### src/rtl/uart_rx_word.sv
// uart_rx_word: 8N1 LSB-first UART receiver that packs four consecutive bytes
// into a 32-bit word (first byte in [7:0]). The output is a valid/ready word
// interface with one-cycle frame-error and overrun pulses.
module uart_rx_word #(
  parameter int CLK_PER_HALF_BIT = 434
) (
  input  logic        clk,
  input  logic        rst,
  input  logic        rxd,
  output logic [31:0] rdata,
  output logic        rdata_valid,
  input  logic        rdata_ready,
  output logic        rx_busy,
  output logic        ferr,
  output logic        overrun
);

  localparam int BIT_CLKS = 2 * CLK_PER_HALF_BIT;
  localparam int CW       = $clog2(BIT_CLKS);
  localparam logic [CW-1:0] HALF_LAST = CW'(CLK_PER_HALF_BIT - 1);
  localparam logic [CW-1:0] BIT_LAST  = CW'(BIT_CLKS - 1);

  typedef enum logic [1:0] {S_IDLE, S_START, S_DATA, S_STOP} state_t;

  logic          r_sync1;
  logic          r_rxs;
  logic          r_rxs_prev;
  state_t        r_state;
  logic [CW-1:0] r_cnt;
  logic [2:0]    r_bit_cnt;
  logic [7:0]    r_shift;
  logic [1:0]    r_idx;
  logic [31:0]   r_word;
  logic          r_done;
  logic          r_ferr;
  logic [31:0]   r_rdata;
  logic          r_valid;
  logic          r_overrun;

  logic          w_start_edge;
  logic          w_accept;

  assign w_start_edge = !r_rxs && r_rxs_prev;
  assign w_accept     = r_valid && rdata_ready;

  // Two-flop synchronizer for the asynchronous line plus a delayed copy for edge detection.
  always_ff @(posedge clk) begin
    if (rst) begin
      // NOTE: the synchronizer resets to the idle-line level so leaving reset never fakes a start edge.
      r_sync1    <= 1'b1;
      r_rxs      <= 1'b1;
      r_rxs_prev <= 1'b1;
    end else begin
      // NOTE: non-blocking assignments make each flop take the previous stage's old value, forming a real chain.
      r_sync1    <= rxd;
      r_rxs      <= r_sync1;
      r_rxs_prev <= r_rxs;
    end
  end

  // Frame FSM: start qualification, mid-bit data sampling, stop check and byte packing.
  always_ff @(posedge clk) begin
    if (rst) begin
      r_state   <= S_IDLE;
      r_cnt     <= '0;
      r_bit_cnt <= '0;
      r_shift   <= '0;
      r_idx     <= '0;
      r_word    <= '0;
      r_done    <= 1'b0;
      r_ferr    <= 1'b0;
    end else begin
      r_done <= 1'b0;
      r_ferr <= 1'b0;
      case (r_state)
        S_IDLE: begin
          if (w_start_edge) begin
            r_state <= S_START;
            r_cnt   <= '0;
          end
        end
        S_START: begin
          if (r_cnt == HALF_LAST) begin
            r_cnt     <= '0;
            r_bit_cnt <= '0;
            // A line already back high at mid start bit was a glitch.
            r_state   <= r_rxs ? S_IDLE : S_DATA;
          end else begin
            r_cnt <= r_cnt + CW'(1);
          end
        end
        S_DATA: begin
          if (r_cnt == BIT_LAST) begin
            r_cnt   <= '0;
            r_shift <= {r_rxs, r_shift[7:1]};
            if (r_bit_cnt == 3'd7) begin
              r_state <= S_STOP;
            end else begin
              r_bit_cnt <= r_bit_cnt + 3'd1;
            end
          end else begin
            r_cnt <= r_cnt + CW'(1);
          end
        end
        S_STOP: begin
          if (r_cnt == BIT_LAST) begin
            // Leave at mid stop bit so a shortened stop bit from the sender is tolerated.
            r_cnt   <= '0;
            r_state <= S_IDLE;
            if (r_rxs) begin
              r_word[8*r_idx +: 8] <= r_shift;
              r_idx                <= r_idx + 2'd1;
              r_done               <= (r_idx == 2'd3);
            end else begin
              // Bad framing: drop the byte and realign to a word boundary.
              r_ferr <= 1'b1;
              r_idx  <= '0;
            end
          end else begin
            r_cnt <= r_cnt + CW'(1);
          end
        end
        default: r_state <= S_IDLE;
      endcase
    end
  end

  // Output word register and handshake; an accept in the completion cycle frees the slot first.
  always_ff @(posedge clk) begin
    if (rst) begin
      r_rdata   <= '0;
      r_valid   <= 1'b0;
      r_overrun <= 1'b0;
    end else begin
      r_overrun <= 1'b0;
      if (r_done) begin
        if (!r_valid || w_accept) begin
          r_rdata <= r_word;
          r_valid <= 1'b1;
        end else begin
          r_overrun <= 1'b1;
        end
      end else if (w_accept) begin
        r_valid <= 1'b0;
      end
    end
  end

  assign rdata       = r_rdata;
  assign rdata_valid = r_valid;
  assign ferr        = r_ferr;
  assign overrun     = r_overrun;
  assign rx_busy     = (r_state != S_IDLE) || (r_idx != 2'd0);

endmodule

### config.mk
export PLATFORM = sky130hd
export DESIGN_NAME = uart_rx_word
export DESIGN_NICKNAME = d
export VERILOG_FILES = /design/src/rtl/uart_rx_word.sv
export SDC_FILE = /design/constraint.sdc
export NUM_CORES = 1
export LEC_CHECK = 0
export CAP_MARGIN = 0
export CORE_MARGIN = 1
export CORE_UTILIZATION = 40
export CTS_BUF_LIST = sky130_fd_sc_hd__clkbuf_4 sky130_fd_sc_hd__clkbuf_8
export CTS_CLUSTER_DIAMETER = 30
export CTS_CLUSTER_SIZE = 12
export DETAILED_ROUTE_END_ITERATION = 10
export SYNTH_ARGS = -nofsm -noshare
export SYNTH_HDL_FRONTEND = slang
export SYNTH_SLANG_ARGS = --single-unit
### constraint.sdc
create_clock -name clk -period 2.1 [get_ports clk]
set_input_delay 0.21 -clock clk [delete_from_list [all_inputs] [get_ports clk]]
set_output_delay 0.21 -clock clk [all_outputs]
set_load 0.005 [all_outputs]
==> metrics.md, run 1 <==
| Metric | Value |
|---|---|
| Async SR Flop Fraction | `0` |
| Commonest non-fill, non-tap cells in the layout | `nand2_1, dfxtp_1, mux2i_1, a21oi_1, clkdlybuf4s50_1` |
| Critical path class | `reg2out` |
| Worst-Skew Late Latency | `0.36 ns` |
| Tot Pwr | `0.00322 W` |
| Reg-to-reg critical path startpoint | `r_cnt[1]` |
| Final nets | `533` |
| Final WL | `8790 um` |
| Detail Route Antenna Nets | `0` |
| Critical path endpoint | `rx_busy` |
| PortBufs | `39` |
| Area contributors post-synth | `dfxtp_1, nand2_1, mux2i_1, a21oi_1, ha_1` |
| Vias in the first global route | `3000` |
| DR pass1 iterations | `4` |
| Drt drc | `0` |
| TritonCTS clock tree | `built` |
| Post-layout util | `0.503` |
| Final min period | `1.97 ns` |
| Hpwl dp | `6180 um` |
| Root Driver | `clkbuf_8` |
| CTS Sinks | `96` |
| Number of DRC markers in iteration 0 | `100` |
| I/O pins | `40` |
| Arr. time, crit path | `1.76 ns` |
| RSZ-0062 raised after global routing | `no` |
| Main synth FF type | `dfxtp_1` |
| Register clock-pin slew on the reported worst setup and hold paths | `0.10 ns` |
| Final Hold Viols | `0` |
| Fin crit share | `0.940` |
| R2R depth | `8` |
| Synth warn | `0` |
| Area of the die | `10600 sq um` |
| Layout area overhead | `20.9%` |
| Post-synthesis cell type count | `49` |
| Critical Path Source Type | `flop` |
| Worst R2R End | `r_cnt[5]` |
| Outcome | `completed` |
| # hold bufs at CTS | `0` |
| Mapped Nets | `489` |
| FF-to-FF setup slack | `0.22 ns` |
| Layout cells sized above 1 | `0.0992` |
| Max-slew headroom | `0.598` |
| Pin count of the biggest net entering global routing | `33` |
| CP max stage delay | `0.51 ns` |
| Synth area leader | `dfxtp_1` |
| Drt wl/cell | `13.4 um` |
| CP required | `1.89 ns` |
| Routability Congestion | `0.845` |
| Setup Total Neg Slack | `0 ns` |
| Commonest non-fill, non-tap cell in the layout | `nand2_1` |
| Synth Cell Area | `4090 sq um` |
| Maximum VDD drop | `0.287 mV` |
| Worst setup path start | `r_idx[0]` |
| Final number of max-transition violations | `0` |
| Pwr dens | `652 nW/um^2` |
| Initial antenna violation count | `0` |
| Final setup skew | `0.0170 ns` |
| CTS Buf Count | `9` |
| Core region area | `9820 sq um` |
| Post-Layout Cell Count | `657` |
| Final Setup Violations | `0` |
| Starting Density | `0.416` |
| Number of synthesized flops with an enable pin | `0` |
| CP cell instances | `inv_1 -> ha_2 -> nand3_1 -> clkdlybuf4s50_1` |
| Placed insts | `641` |
| Actual slew at the worst max-slew pin | `0.601 ns` |
| Hold Crit Class | `in2reg` |
| Synth Instances | `475` |
| Crit Path Max Fanout | `7` |
| Die height | `103 um` |
| Dpl cell area | `4700 sq um` |
| Final instance area | `4940 sq um` |
| CTS H-tree lvls | `3` |
| Clk buf depth | `2` |
| GRT overflow | `0` |
| CP endpoint kind | `output port` |
| FF+latch count, synth | `96` |
| Rows | `36` |
| Max Freq | `0.507 GHz` |
| Syn Area/Cell | `8.61 sq um` |
| Via count | `3284` |
| Max-cap viol count | `0` |
| Hold path cells | `3` |
| Register area share after synthesis | `0.470` |
| Mean number of vias per cell | `5.00` |
| Post-CTS Setup Inserts | `0` |
| Crit-path slowest cell | `clkdlybuf4s50_1` |
| Antenna diodes | `0` |
| Area share of the largest cell type after synthesis | `0.470` |
| P_leak | `1.73 nW` |
| Die X | `103 um` |
| Total track usage | `0.172` |
| First-pass GRT wire length | `14200 um` |
[sequential cells by signal (all words and copies together) (netlist names), named ones only]
register / flops
r_word: 32
rdata: 32
r_cnt: 10
r_shift: 8
r_bit_cnt: 3
r_idx: 2
ferr: 1
overrun: 1
r_done: 1
r_rxs: 1
r_rxs_prev: 1
r_state: 1
r_sync1: 1
rdata_valid: 1
[routing by layer]
metal  up-vias  GRT usage  share of wire
met1      1551      0.234           0.50
met2        41      0.282           0.47
li1       1687          -              -
met4         0     0.0520         0.0067
met3         5     0.0258          0.028
met5         -          0              0
[Yosys cell counts, types with 2 or more instances]
cell type,number
and3_1,7
buf_4,2
buf_1,2
nor2b_1,12
dfxtp_1,96
buf_6,5
buf_2,3
nand4_1,5
nor3_1,7
a21oi_1,38
a22oi_1,2
xor2_1,2
inv_1,9
nand3_1,7
clkbuf_1,16
nor3b_1,3
ha_1,10
and2_1,4
o21ai_0,6
o221ai_1,3
mux2i_1,43
nand2_1,148
o2111ai_1,4
a31oi_1,2
o311a_1,2
nor2_1,13
or2_2,2
[repair_timing]
action                                  CTS  global route
gates resized for setup                   1             5
endpoints found under the setup margin    3            58
pin swaps                                 0             1
[power breakdown]
part	total, W	internal, W	switching, W
logic	0.000114	0.0000433	0.0000710
clock network	0.00126	0.000584	0.000680
registers	0.00185	0.00183	0.0000135
total	0.00322	0.00246	0.000765
[how the worst min path moves through the flow]
stage                  from     endpoint  slack, ns
floorplan               rxd      r_sync1       0.31
global placement    r_sync1        r_rxs       0.40
detailed placement  r_sync1        r_rxs       0.40
CTS                     rst     r_cnt[6]       0.24
global route            rst  rdata_valid       0.27
finish                  rst     r_cnt[6]       0.25
[metrics by stage]
stage / setup WS, ns / hold WS, ns
2_1_floorplan: 0.324 / 0.314
3_3_place_gp: 0.103 / 0.397
3_5_place_dp: -0.00862 / 0.398
4_1_cts: -0.0105 / 0.244
5_1_grt: 0.0549 / 0.273
6_report: 0.127 / 0.250
[worst max-delay path: cells and delay by family (launching register included)]
kind          cells  cell delay, ns
buf+inv           2            0.65
flops             1            0.41
fa+ha+maj         1            0.24
simple gates      1            0.12
[kinds of logic after synthesis]
logic type	after synthesis	synth area share
xor gates and xnor gates	2	0.00428
adders and majority gates	10	0.0306
and+or+nand+nor	219	0.243
DFF	96	0.470
AOI/OAI and AO/OA	66	0.0988
buffers and inverters	39	0.0477
muxes	43	0.105
[layout make-up]
class	instances	area (sq um)
Tap cell	133	166
Clock buffer	10	131
Multi-Input combinational cell	340	2000
Timing Repair Buffer	61	601
Fill cell	978	4880
Inverter	11	41.3
Sequential cell	96	1920
Clock inverter	6	75.1
Power figures use the tool's default switching activity.
==> run 2: changes to the inputs <==
- GPL_ROUTABILITY_DRIVEN: not set -> 0
- PLACE_DENSITY: not set -> 0.63
==> run 2 against run 1 <==
Via count shrank 0.49%. Register-to-register slack lost 0.09 ns. Total power grew 1.7%. Critical path depth is the same. Routed wire length shrank 1.1%. Clock power grew 5%. Die area is the same.
==> metrics.md, run 2 (synthesis gave the netlist of run 1 again) <==
| Metric | Value |
|---|---|
| Outcome | `completed` |
| Actual slew at the worst max-slew pin | `0.598 ns (-0.00298 ns)` |
| Hold Crit Class | `in2reg` |
| GRT overflow | `0 (unchanged)` |
| CP max stage delay | `0.52 ns (about the same)` |
| Final min period | `2.01 ns (+0.0364 ns)` |
| Pwr dens | `668 nW/um^2 (+2.3%)` |
| Sw frac | `0.221 (-0.0164)` |
| Rows | `36 (unchanged)` |
| CP cell instances | `inv_1 -> ha_2 -> nand3_1 -> clkdlybuf4s50_1` |
| Crit-path slowest cell | `clkdlybuf4s50_1` |
| Worst-Skew Late Latency | `0.36 ns (about the same)` |
| Layout cells sized above 1 | `0.0992 (unchanged)` |
| Vias in the first global route | `3066 (+2.2%)` |
| Clock share of power | `0.403 (+0.011)` |
| Combinational share of power | `0.035 (about the same)` |
| Max Freq | `0.498 GHz (-1.8%)` |
| TritonCTS clock tree | `built` |
| Crit Path Max Fanout | `7 (unchanged)` |
| CP required | `1.89 ns (about the same)` |
| CTS Buf Count | `9 (unchanged)` |
| Max-cap viol count | `0 (unchanged)` |
| Core region area | `9820 sq um (unchanged)` |
| Pin count of the biggest net entering global routing | `33 (unchanged)` |
| Post-CTS Setup Inserts | `0 (unchanged)` |
| Worst Slack Setup Final | `0.0906 ns (-0.0364 ns)` |
| Final nets | `534 (+0.19%)` |
| Placed insts | `642 (+0.16%)` |
| Drt drc | `0 (unchanged)` |
| Layout area overhead | `20.2%` |
| Hpwl dp | `6020 um (-2.6%)` |
| Antenna diodes | `0 (unchanged)` |
| FILL cells | `991 (+1.3%)` |
| P_leak | `1.73 nW (-0.18%)` |
| Final Hold Viols | `0 (unchanged)` |
| RSZ-0062 raised after global routing | `no` |
| Critical path class | `reg2out` |
| Register clock-pin slew on the reported worst setup and hold paths | `0.09 ns (about the same)` |
| DR pass1 iterations | `5 (+1)` |
| Post-Layout Cell Count | `657 (unchanged)` |
| P_sw | `0.000724 W (-5.3%)` |
| Setup slack at placement | `0.0181 ns (+0.0267 ns)` |
| Fin crit share | `0.957 (+0.0174)` |
| Final Setup Violations | `0 (unchanged)` |
| Seq pwr share | `0.562 (-0.010)` |
| Final WL | `8700 um (-1.1%)` |
| Critical Path Source Type | `flop` |
| Drt wl/cell | `13.2 um (-1.1%)` |
| CTS Sinks | `96 (unchanged)` |
| Arr. time, crit path | `1.80 ns (+0.04 ns)` |
| Final setup skew | `0.00920 ns (-0.00782 ns)` |
| Die X | `103 um (unchanged)` |
| Die height | `103 um (unchanged)` |
| Commonest non-fill, non-tap cell in the layout | `nand2_1` |
| Area of the die | `10600 sq um (unchanged)` |
| Clk buf depth | `2 (unchanged)` |
| Root Driver | `clkbuf_8` |
| Sequential Area | `1920 sq um (unchanged)` |
| CTS H-tree lvls | `3 (unchanged)` |
| Via count | `3268 (-0.49%)` |
| Max-slew headroom | `0.600 (+0.00200)` |
| Commonest non-fill, non-tap cells in the layout | `nand2_1, dfxtp_1, mux2i_1, a21oi_1, clkdlybuf4s50_1` |
| CP endpoint kind | `output port` |
| Detail Route Antenna Nets | `0 (unchanged)` |
| Total track usage | `0.178 (+0.00617)` |
| Area of the multi-input gates | `1990 sq um (-0.87%)` |
| First-pass GRT wire length | `14500 um (+2.0%)` |
| Initial antenna violation count | `0 (unchanged)` |
| Post-layout util | `0.500 (-0.00293)` |
| Number of DRC markers in iteration 0 | `143 (+43%)` |
| Mean number of vias per cell | `4.97 (-0.49%)` |
| Starting Density | `0.416 (unchanged)` |
| Setup Total Neg Slack | `0 ns (unchanged)` |
| Final number of max-transition violations | `0 (unchanged)` |
| I/O pins | `40 (unchanged)` |
| Tot Pwr | `0.00328 W (+1.7%)` |
| Internal power | `0.00256 W (+3.9%)` |
| PortBufs | `39 (unchanged)` |
| Maximum VDD drop | `0.299 mV (+4.1%)` |
| # hold bufs at CTS | `0 (unchanged)` |
==> run 2: changes by cell type in the layout (fill, tap and decap cells not counted), sizes merged <==
cell	before	now
buf	23	24
inv	13	11
bufinv	1	2
==> run 2: power by group through the flow <==
stage	logic, W	clock network, W	registers, W
2_1_floorplan	0.0000724	0	0.00188
3_3_place_gp	0.000114	0	0.00189
3_5_place_dp	0.000114	0	0.00189
4_1_cts	0.000115	0.00134	0.00184
5_1_grt	0.000127	0.00142	0.00185
6_report	0.000115	0.00132	0.00184
==> run 2: final timing paths <==
kind / startpoint / end / slack [ns] / depth (start not counted)
max: r_idx[0] / rx_busy / 0.09 / 4
min: rst / r_idx[0] / 0.31 / 2
max reg2reg: r_cnt[0] / r_shift[7] / 0.13 / 6
min reg2reg: r_sync1 / r_rxs / 0.42 / 1
==> run 2: layout make-up <==
| type | count | share of cell area |
|---|---|---|
| multi-input combinational | 340 | 0.404 |
| sequential | 96 | 0.391 |
| timing repair buffer | 62 | 0.119 |
| tap | 133 | 0.0339 |
| clock buffer | 10 | 0.0267 |
| clock inverter | 5 | 0.0166 |
| inverter | 11 | 0.00840 |
==> run 2: worst max-delay path, delay by kind of cell, from the launching register on <==
family	cells	cell delay, ns
buffers and inverters	2	0.66
flip-flops	1	0.41
adder cells (fa/ha/maj)	1	0.25
AND/OR/NAND/NOR	1	0.12
==> run 2: timing repair <==
action / CTS / global route
gates cloned: 0 / 0
resized for setup: 1 / 3
setup endpoints to repair: 1 / 36
==> run 2: metrics by stage <==
step                hold slack [ns]  area, sq um
global route                  0.327         4910
finish                        0.306         4910
global placement              0.405         4680
CTS                           0.299         4900
floorplan                     0.314         4090
detailed placement            0.399         4680
==> run 2: layer usage <==
metal / global-route usage / vias to the layer above / part of all wire
met5: 0 / - / 0
met4: 0.0683 / 0 / 0.0078
met2: 0.294 / 54 / 0.47
li1: - / 1685 / -
met1: 0.232 / 1524 / 0.48
met3: 0.0312 / 5 / 0.040
